**src/rtl/branch_redirect_pc.sv**
```systemverilog
`default_nettype none
// ============================================================================
// Module   : branch_redirect_pc
// Purpose  : Fetch PC unit; applies taken branches/jumps with a timed flush.
// Revision : 1.0 - initial release
// ============================================================================
module branch_redirect_pc #(
    parameter int ADDR_W       = 10,
    parameter int FLUSH_CYCLES = 2,
    parameter int RESET_PC     = 0
) (
    input  logic              clk,
    input  logic              rst,
    input  logic              stall,
    input  logic              br_valid,
    input  logic              br_taken,
    input  logic [ADDR_W-1:0] br_target,
    input  logic              jmp_valid,
    input  logic [ADDR_W-1:0] jmp_target,
    input  logic              halt,
    output logic [ADDR_W-1:0] pc,
    output logic              pc_valid,
    output logic              flush,
    output logic              halted,
    output logic [7:0]        redirect_cnt
);

    typedef enum logic [1:0] {
        ST_RUN    = 2'd0,
        ST_FLUSH  = 2'd1,
        ST_HALTED = 2'd2
    } state_t;

    localparam logic [2:0]        C_FLUSH_LAST = 3'(FLUSH_CYCLES - 1);
    localparam logic [ADDR_W-1:0] C_RESET_PC   = ADDR_W'(RESET_PC);
    localparam logic [ADDR_W-1:0] C_PC_ONE     = ADDR_W'(1);

    state_t            state_q;
    logic [2:0]        fcnt_q;
    logic [ADDR_W-1:0] pc_q;
    logic              pc_valid_q;
    logic              flush_q;
    logic              halted_q;
    logic [7:0]        cnt_q;

    logic [ADDR_W-1:0] seq_pc_d;
    logic              br_take_d;
    logic              redirect_d;
    logic [ADDR_W-1:0] target_d;
    logic [7:0]        cnt_d;

    assign seq_pc_d   = stall ? pc_q : pc_q + C_PC_ONE;
    assign br_take_d  = br_valid & br_taken;
    assign redirect_d = br_take_d | jmp_valid;
    assign target_d   = br_take_d ? br_target : jmp_target;
    assign cnt_d      = (cnt_q == 8'hFF) ? cnt_q : cnt_q + 8'd1;

    always_ff @(posedge clk) begin
        if (rst) begin
            state_q    <= ST_RUN;
            fcnt_q     <= 3'd0;
            pc_q       <= C_RESET_PC;
            pc_valid_q <= 1'b0;
            flush_q    <= 1'b0;
            halted_q   <= 1'b0;
            cnt_q      <= 8'd0;
        end else begin
            case (state_q)
                ST_RUN: begin
                    // First edge after reset only makes RESET_PC live; it does not advance.
                    if (!pc_valid_q) begin
                        pc_valid_q <= 1'b1;
                    end else if (halt) begin
                        state_q    <= ST_HALTED;
                        pc_valid_q <= 1'b0;
                        halted_q   <= 1'b1;
                    end else if (redirect_d) begin
                        pc_q    <= target_d;
                        flush_q <= 1'b1;
                        fcnt_q  <= C_FLUSH_LAST;
                        state_q <= ST_FLUSH;
                        cnt_q   <= cnt_d;
                    end else begin
                        pc_q <= seq_pc_d;
                    end
                end
                ST_FLUSH: begin
                    // Control inputs here come from squashed instructions.
                    pc_q <= seq_pc_d;
                    if (fcnt_q == 3'd0) begin
                        flush_q <= 1'b0;
                        state_q <= ST_RUN;
                    end else begin
                        fcnt_q <= fcnt_q - 3'd1;
                    end
                end
                ST_HALTED: begin
                    pc_valid_q <= 1'b0;
                    flush_q    <= 1'b0;
                    halted_q   <= 1'b1;
                end
                default: begin
                    state_q <= ST_RUN;
                end
            endcase
        end
    end

    assign pc           = pc_q;
    assign pc_valid     = pc_valid_q;
    assign flush        = flush_q;
    assign halted       = halted_q;
    assign redirect_cnt = cnt_q;

endmodule
`default_nettype wire

```
**config.mk**
```make
export PLATFORM = sky130hd
export DESIGN_NAME = branch_redirect_pc
export DESIGN_NICKNAME = d
export VERILOG_FILES = /design/src/rtl/branch_redirect_pc.sv
export SDC_FILE = /design/constraint.sdc
export NUM_CORES = 1
export LEC_CHECK = 0
export ABC_CLOCK_PERIOD_IN_PS = 1600
export BUFFER_PORTS_ARGS = -buffer_cell sky130_fd_sc_hd__buf_2
export CAP_MARGIN = 0
export CORE_ASPECT_RATIO = 1.25
export CORE_MARGIN = 3
export CORE_UTILIZATION = 47
export DETAILED_ROUTE_END_ITERATION = 16
export GPL_TIMING_DRIVEN = 0
export PLACE_DENSITY = 0.86
export SYNTH_ARGS = -nofsm -noshare
export SYNTH_HDL_FRONTEND = slang
export SYNTH_SLANG_ARGS = --single-unit
```
**constraint.sdc**
```tcl
create_clock -name clk -period 1.6 [get_ports clk]
set_input_delay 0.08 -clock clk [delete_from_list [all_inputs] [get_ports clk]]
set_output_delay 0.08 -clock clk [all_outputs]
set_load 0.05 [all_outputs]
```
# Word level (Yosys, flattened, before mapping)
# Index checks and enable logic that the tools add are counted.
[classes] addsub=3 eq_ne=10 muxes=27 n_bitwise=5 reduce_logical=11
[ops] operator="10-bit 2-to-1 mux" n=5
[ops] operator="10-bit one-hot mux with 2 select lines" n=1
[ops] operator="5-bit AND reduction" n=3
[ops] operator="3-bit 2-to-1 mux" n=4
[ops] operator="2-bit inequality test, second input constant" n=6
[ops] operator="10-bit by 1-bit adder with 10-bit output, second input constant" n=1
[ops] operator="8-bit by 1-bit adder with 8-bit output, second input constant" n=1
[ops] operator="8-bit == test, second input constant" n=1
[ops] operator="1-bit 2-to-1 mux" n=8
[ops] operator="2-bit 2-to-1 mux" n=4
[ops] operator="2-bit one-hot mux with 3 select lines" n=1
[ops] operator="3-bit one-hot mux with 2 select lines" n=1
[ops] operator="3-bit AND reduction" n=2
[ops] operator="1-bit one-hot mux with 2 select lines" n=2
[ops] operator="4-bit AND reduction" n=1
[ops] operator="2-bit nonzero test" n=2
[ops] operator="3-bit logical NOT" n=1
[ops] operator="3-bit inequality test, second input constant" n=1
[ops] operator="1-bit inverter" n=3
[ops] operator="1-bit one-hot mux with 3 select lines" n=1
[ops] operator="3-bit nonzero test" n=1
[ops] operator="3-bit by 1-bit subtractor with 3-bit output, second input constant" n=1
[ops] operator="2-bit by 1-bit == test with 1-bit output, second input constant" n=1
[ops] operator="2-bit == test, second input constant" n=1
[ops] operator="3 further kinds" n=3
[totals] register_bits=26 in_bits=27 out_inout_bits=21 wordCells=63

# Logic depth before layout (Yosys ltp)
# Gate-level depths: netlist of run 1.
[depth] ltp_word=6 depth_mapped=8 ltp_nobuf=6

# Worst setup path after synthesis of run 1
# No wires, ideal clock.
[synth_path] path_kind="register -> register" from="register cnt_q[0], in the netlist redirect_cnt[0]" to="register cnt_q[1], in the netlist redirect_cnt[1]" setup_time_ps=128 t_arrival_ps=1686 t_required_ps=1472 path_slack_ps=-214 path_stages_with_launch=6 path_buffers=0 synth_period_minus_slack_ps=1814 cell_sequence="dfxtp_1 -> ha_1 -> nand4_1 -> o211ai_4 -> mux2i_1 -> nor2_1"
[synth_via] elab_chain_cells=3 elab_cells_between_ends=4 cone_classes="add/sub: 1; eq/ne: 1; bitwise: 1; reduce/logical: 1"
[synth_rtl] element="start, declared" line_no="44" source="logic [7:0] cnt_q;"
[synth_rtl] element="start signal, assigned" line_no="82" source="cnt_q <= cnt_d;"
[synth_rtl] element="branches (longest 3 deep; another with 8-bit by 1-bit adder with 8-bit output)"
# Parallel ways; which one is timed is not known.
# A chain may end at the register's enable or synchronous reset.

# Worst setup path in the final report of run 1
[layout_path] from="register state_q[0]" to="register fcnt_q[1]"
[layout_via] elab_chain_cells=3 elab_cells_between_ends=9 cone_classes="eq/ne: 5; mux: 1; reduce/logical: 3"
[layout_rtl] element="start, declared" line_no="38" source="state_t state_q;"
[layout_rtl] element="start signal, assigned" line_no="60" source="state_q <= ST_RUN;"
[layout_rtl] element="start signal, assigned" line_no="74" source="state_q <= ST_HALTED;"
[layout_rtl] element="start signal, assigned" line_no="81" source="state_q <= ST_FLUSH;"
[layout_rtl] element="2-bit by 1-bit == test with 1-bit output or 2-bit logical NOT (tied branches)" line_no="68" source="case (state_q)"
[layout_rtl] element="2-bit inequality test (no source line) or 2-bit nonzero test (tied branches)"
[layout_rtl] element="5-bit AND reduction (no source line)"
[layout_rtl] element="end signal, assigned" line_no="94" source="fcnt_q <= fcnt_q - 3'd1;"
[layout_rtl] element="end, declared" line_no="39" source="logic [2:0] fcnt_q;"
# Several ways; a longest one is shown, not always the timed one.

==> metrics.md, run 1 <==
| Metric | Value |
|---|---|
| XOR/XNOR share of the synthesized area | `1.02%` |
| Final Util | `70.6%` |
| Final Non-Filler Cells | `310` |
| Yosys top cell by area | `dfxtp_1` |
| Number of flops mapped to enable cells by yosys | `0` |
| IO Count | `48` |
| Final ANT Viol Nets | `0` |
| Min cycle time layout | `1.64 ns` |
| H-tree Lvls | `1` |
| CP Max Fanout | `5` |
| Global-route wire length before repair | `7.43 mm` |
| Multi-input gate area | `1260 um2` |
| Syn Nets | `243` |
| Register area share after synthesis | `30.2%` |
| Hold Crit Class | `in2reg` |
| Largest family of logic cells by synthesized area | `compound AO/OA/AOI/OAI gates` |
| Largest cells by area after synthesis | `dfxtp_1 (30%), ha_1 (5.8%), a21oi_1 (5.2%)` |
| Critical setup path kind | `reg2reg` |
| Largest net degree at the start of global routing | `15` |
| Max Fclk | `0.610 GHz` |
| CTS max path bufs | `2` |
| Critical Path AT | `1.85 ns` |
| Synth-to-layout area growth | `38.1%` |
| Cts bufs inserted | `3` |
| CTS clk-pin slew, worst paths | `0.10 ns` |
| Compound-cell area share of the yosys netlist | `28.0%` |
| Post-DR vias/cell | `6.20` |
| Die width | `60.2 um` |
| Number of fill cells | `256` |
| Clock Root Buffer | `clkbuf_8` |
| Worst Skew | `0.00850 ns` |
| Max cap viols | `0` |
| Fin crit share | `103%` |
| Register Area | `542 um2` |
| Syn_area_per_cell | `8.28 um2` |
| Ys flop type | `dfxtp_1` |
| Initial DRT Pass Iterations | `4` |
| Leak | `1.03 nW` |
| FP Rows | `23` |
| Post-synth ARST share | `0%` |
| I/O Buffers | `47` |
| Die area | `4430 um2` |
| Setup WS pre-CTS | `-0.204 ns` |
| CTS sink count | `26` |
| FF+latch count, synth | `26` |
| Maximum vdd drop | `1.19 mV` |
| Placed cell count | `292` |
| Power per cell area | `1350 nW/um2` |
| Failing checks | `setup timing` |
| # diodes | `0` |
| Initial antenna violation count | `0` |
| Layout net count | `309` |
| Fin area | `2380 um2` |
| Synthesized area | `1720 um2` |
| Tot Pwr | `3.22 mW` |
| Starting Density | `51.2%` |
| Synth top area share | `30.2%` |
| Post-Route WL | `5.01 mm` |
| Grt ovf | `0` |
| CP Launch Type | `flip-flop` |
| Worst hold slack | `0.144 ns` |
| CORE AREA | `3370 um2` |
| Routability cong. | `0.836` |
| Routed len/inst | `16.1 um` |
| HPWL after detailed placement | `3.30 mm` |
| Mux cell area share after synthesis | `4.21%` |
| Status | `finished, violations left` |
| GRT Total Usage | `21.2%` |
| Post-Place Cell Area | `2030 um2` |
| RSZ-0062 raised after global routing | `yes` |
| Post-synthesis adder-cell area fraction | `5.81%` |
| Layout cells sized above 1 | `46.2%` |
| CTS tree | `yes` |
| Post-synth cell types | `54` |
| Final setup margin | `-0.0401 ns` |
| Syn Inst Count | `208` |
| Number of setup violations in the final report | `5` |
| Slew Viols, Final | `0` |
| Critical path endpoint category | `flip-flop` |
| Synth warnings | `0` |
| Worst EP required | `1.81 ns` |
| Clock latency on the worst-skew pair | `0.28 ns` |
| TNS Setup | `-0.115 ns` |
| Vias in the first global route | `1717` |
| 1st-iter DRT viols | `124` |
| Cts-stage hold buffer count | `0` |
| Chip height | `73.7 um` |
| Post-synthesis simple-gate area fraction | `25.0%` |
| Slew margin rel. | `57.3%` |
| Vias | `1921` |
| Post-route DRC | `0` |
| Final Hold Viols | `0` |
| Worst-Margin Slew | `0.640 ns` |
[timing repair]
item,in CTS,in global routing
endpoints found under the setup margin,20,22
resized for setup,17,36
pin swaps,4,17
buffers inserted,5,9
[synth_stat cells, drive strengths merged (3+ instances only)]
| library cell | instances |
|---|---|
| o211ai | 3 |
| nor3 | 5 |
| and3 | 13 |
| nor4 | 3 |
| inv | 11 |
| buf | 8 |
| o31ai | 4 |
| nand2b | 3 |
| ha | 8 |
| a211oi | 4 |
| a31oi | 4 |
| a32o | 3 |
| nand4 | 4 |
| o22ai | 3 |
| nor2 | 11 |
| dfxtp | 26 |
| nand2 | 10 |
| or4 | 4 |
| nand3 | 6 |
| nor2b | 3 |
| o21ai | 12 |
| a21oi | 21 |
| mux2i | 5 |
[report_power, final]
part / leakage [nW] / internal [mW] / switching [mW]
Combinational: 0.781 / 0.734 / 1.11
Clock: 0.0288 / 0.221 / 0.218
Sequential: 0.218 / 0.789 / 0.141
Total: 1.03 / 1.74 / 1.47
[cells in the final DEF (no fill, tap or decap), types with 5 or more instances in the layout]
cell type / count
buf_4: 15
mux2i_1: 5
buf_2: 49
nand3_1: 5
a21oi_2: 8
ha_1: 5
nor3_1: 5
nor2_1: 10
o21ai_0: 9
dfxtp_2: 14
a21oi_1: 12
dfxtp_1: 11
inv_1: 7
nand2_1: 6
and3_1: 13
[kinds of logic (layout without fill, tap and decap cells)]
kind of cell | after synthesis | count (layout)
adder cells (fa/ha/maj) | 8 | 8
buffers and inverters | 21 | 86
XOR/XNOR | 2 | 2
AO/OA/AOI/OAI | 70 | 70
AND/OR/NAND/NOR | 74 | 74
multiplexers | 7 | 7
flip-flops | 26 | 26
[flip-flops by register name, summed over array words and instances (netlist names)]
register	cells
fcnt_q	3
flush	1
halted	1
pc	10
pc_valid	1
redirect_cnt	8
state_q	2
[per-layer routing]
| layer | up-vias | share of wire (%) | global-route usage [%] |
|---|---|---|---|
| met3 | 11 | 6.4 | 2.81 |
| li1 | 929 | - | - |
| met5 | - | 0 | 0 |
| met2 | 76 | 50 | 36.2 |
| met4 | 0 | 2.0 | 9.11 |
| met1 | 905 | 41 | 26.2 |
[final timing paths]
kind | startpoint | to | slack, ns | depth (start not counted)
setup / recovery | state_q[0] | fcnt_q[1] | -0.04 | 6
hold / removal | halt | halted | 0.14 | 3
setup reg to reg | state_q[0] | fcnt_q[1] | -0.04 | 6
hold reg to reg | fcnt_q[1] | fcnt_q[1] | 0.49 | 2
[layout make-up]
cell class	count	share of cell area, %
Multi-Input combinational cell	161	53.0
Sequential cell	26	22.8
Timing Repair Buffer	61	14.3
Buffer	10	3.58
Clock buffer	4	2.31
Inverter	11	2.05
Tap cell	37	1.95
[critical path, stage by stage, from the launching register on]
cell and delay, ns:
dfxtp_4 0.37, inv_4 0.06, ha_4 0.14, and3b_2 0.28
a21oi_4 0.08, or4_4 0.52, a21oi_2 0.12
(Power assumes the default switching activity.)
==> run 2, diff against run 1 <==
--- a/config.mk
+++ b/config.mk
@@ -6,12 +6,13 @@
 export NUM_CORES = 1
 export LEC_CHECK = 0
 export ABC_CLOCK_PERIOD_IN_PS = 1600
-export BUFFER_PORTS_ARGS = -buffer_cell sky130_fd_sc_hd__buf_2
+export BUFFER_PORTS_ARGS = -buffer_cell sky130_fd_sc_hd__clkbuf_2
 export CAP_MARGIN = 0
 export CORE_ASPECT_RATIO = 1.25
 export CORE_MARGIN = 3
 export CORE_UTILIZATION = 47
 export DETAILED_ROUTE_END_ITERATION = 16
+export GPL_ROUTABILITY_DRIVEN = 0
 export GPL_TIMING_DRIVEN = 0
 export PLACE_DENSITY = 0.86
 export SYNTH_ARGS = -nofsm -noshare
==> run 2 against run 1 <==
The flow still finishes with violations (setup timing). Via count grew 0.16%. Critical path depth grew 1. Clock power grew 29%. Flip-flop and latch count is the same. Sequential share of layout area shrank 0.15 points. Worst hold slack lost 0.0070 ns. Combinational power shrank 4%. First-iteration DRC count shrank 7.3%. Global-route usage grew 1.4 points. Critical endpoint is now redirect_cnt[5].
==> metrics.md, run 2 (synthesis gave the netlist of run 1 again) <==
| Metric | Value |
|---|---|
| Status | `finished, violations left` |
| Failing checks | `setup timing` |
| Worst-Margin Slew | `0.634 ns (-0.00566 ns)` |
| Hold Crit Class | `in2reg` |
| Setup WS pre-CTS | `-0.186 ns (+0.0183 ns)` |
| Maximum vdd drop | `1.08 mV (-9.5%)` |
| Slowest cell on crit path | `nor4_2` |
| Max cap viols | `0 (unchanged)` |
| IO Count | `48 (unchanged)` |
| Clock Root Buffer | `clkbuf_8` |
| Clock latency on the worst-skew pair | `0.28 ns (about the same)` |
| CP Max Fanout | `10 (+5)` |
| I/O Buffers | `47 (unchanged)` |
| Number of flip-flops in the largest register | `10 (unchanged)` |
| FP Rows | `23 (unchanged)` |
| CORE AREA | `3370 um2 (unchanged)` |
| Die area | `4430 um2 (unchanged)` |
| GRT Total Usage | `22.6% (+1.4 points)` |
| Layout net count | `309 (unchanged)` |
| Most frequent cells in the layout | `clkbuf_2 (47), a21oi_1 (16), dfxtp_2 (14)` |
| CTS tree | `yes` |
| Worst r2r src | `state_q[0]` |
| Number of fill cells | `268 (+4.7%)` |
| Post-Place Cell Area | `2030 um2 (unchanged)` |
| Cts bufs inserted | `3 (unchanged)` |
| CTS sink count | `26 (unchanged)` |
| FF-to-FF path depth | `7 (+1)` |
| Slew margin rel. | `57.7% (+0.38 points)` |
| Multi-input gate area | `1250 um2 (-0.50%)` |
| CP peak stage delay | `0.41 ns (-0.11 ns)` |
| Global-route wire length before repair | `7.76 mm (+4.4%)` |
| Synth-to-layout area growth | `39.0%` |
| HPWL after detailed placement | `3.38 mm (+2.4%)` |
| Final Hold Viols | `0 (unchanged)` |
| Number of setup violations in the final report | `8 (+3)` |
| Reg-to-reg setup timing slack | `-0.17 ns (-0.13 ns)` |
| Leak | `1.02 nW (-0.43%)` |
| Largest net degree at the start of global routing | `16 (+1)` |
| # diodes | `0 (unchanged)` |
| Power per cell area | `1370 nW/um2 (+0.99%)` |
| Worst hold path cell count | `3 (unchanged)` |
| Register Area | `542 um2 (unchanged)` |
| Vias in the first global route | `1796 (+4.6%)` |
| Cell Chain, Critical Path | `inv_2 -> ha_4 -> buf_6 -> nand3b_1 -> nor4_2 -> nor2_1 -> nor3_1` |
| Routed len/inst | `17.6 um (+9.0%)` |
| Layout cells sized above 1 | `45.4% (-0.73 points)` |
| Hold_sp | `halt` |
| Critical path endpoint category | `flip-flop` |
| Commonest non-fill, non-tap cell in the layout | `clkbuf_2` |
| H-tree Lvls | `1 (unchanged)` |
| Min cycle time layout | `1.77 ns (+0.129 ns)` |
| Post-Route WL | `5.46 mm (+9.0%)` |
| Initial antenna violation count | `0 (unchanged)` |
| CTS clk-pin slew, worst paths | `0.09 ns (about the same)` |
| Slew Viols, Final | `0 (unchanged)` |
| Fin crit share | `111% (+8.0 points)` |
| Chip height | `73.7 um (unchanged)` |
| Post-route DRC | `0 (unchanged)` |
| 1st-iter DRT viols | `115 (-7.3%)` |
| Max Fclk | `0.565 GHz (-7.3%)` |
| Initial DRT Pass Iterations | `4 (unchanged)` |
| Crit path max-delay family | `simple AND/OR/NAND/NOR gates` |
| Reg2Reg Capture Point | `redirect_cnt[5]` |
| Final setup margin | `-0.169 ns (-0.129 ns)` |
| Hold EP | `halted` |
| Worst EP required | `1.78 ns (-0.03 ns)` |
| Vias | `1924 (+0.16%)` |
| Fin area | `2390 um2 (+0.68%)` |
| Final ANT Viol Nets | `0 (unchanged)` |
| Critical setup path kind | `reg2reg` |
| CP Launch Type | `flip-flop` |
| CTS max path bufs | `2 (unchanged)` |
| Grt ovf | `0 (unchanged)` |
| Worst Skew | `0.00153 ns (-0.00697 ns)` |
| Critical Path AT | `1.95 ns (+0.10 ns)` |
| Starting Density | `51.2% (unchanged)` |
| Post-DR vias/cell | `6.21 (+0.16%)` |
| Die width | `60.2 um (unchanged)` |
| CP Buf/Inv Count | `2 (+1)` |
| RSZ-0062 raised after global routing | `yes` |
## run 2: cell count changes in the layout (fill, tap and decap cells not counted), sizes merged
| cell | previous run | this run |
|---|---|---|
| clkbuf | 5 | 52 |
| buf | 70 | 22 |
| bufinv | 0 | 1 |
## run 2: worst reg2reg max path, cell delays in order, from the launching register on
cell and delay (ns):
dfxtp_2 0.35, inv_2 0.08, ha_4 0.15, buf_6 0.14, nand3b_1 0.19, nor4_2 0.41
nor2_1 0.12, nor3_1 0.23
## run 2: power by group
part / internal (mW) / leakage [nW] / switching, mW
Combinational: 0.678 / 0.770 / 1.10
Sequential: 0.788 / 0.218 / 0.136
Clock: 0.336 / 0.0357 / 0.229
## run 2: worst max-delay path by stage
stage / start / endpoint / slack (ns) / cells past startpoint
4_1_cts: state_q[1] / redirect_cnt[6] / -0.001 / 6
3_3_place_gp: state_q[1] / pc[8] / -0.20 / 7
2_1_floorplan: redirect_cnt[6] / redirect_cnt[1] / -0.009 / 4
6_report: state_q[0] / redirect_cnt[5] / -0.17 / 7
5_1_grt: state_q[0] / redirect_cnt[5] / -0.23 / 7
3_5_place_dp: state_q[1] / pc[8] / -0.19 / 7
## run 2: what timing repair did
action                     CTS  global route
hold buffers                 0             0
cloned                       0             1
resized for setup           16            31
pin swaps                    4            19
setup endpoints to repair   20            21
buffers inserted             5             8
## run 2: area by class of cell
cell class	instances	area share, %
inverter	11	1.93
clock buffer	3	1.72
sequential	26	22.6
clock inverter	1	1.25
tap	37	1.93
buffer	10	3.40
timing repair buffer	61	14.7
multi-input combinational	161	52.4
## run 2: routing by layer
metal	global-route usage (%)	vias to the layer above	part of all wire, %
met3	3.69	13	6.2
met5	0	-	0
met4	10.3	0	2.1
met2	40.0	81	52
met1	25.9	899	39
li1	-	931	-
## run 2: stage by stage
step           instances  total power [mW]  util, %  hold WS, ns   TNS, ns
6_report             310              3.27     71.1        0.138    -0.340
5_1_grt              310              3.44     71.1        0.148     -1.65
4_1_cts              301              3.03     65.2        0.136  -0.00142
3_5_place_dp         292              2.28     60.2        0.432     -1.82
3_3_place_gp         292              2.24     60.2        0.421     -1.27
2_1_floorplan        208              1.94        -        0.261  -0.00867
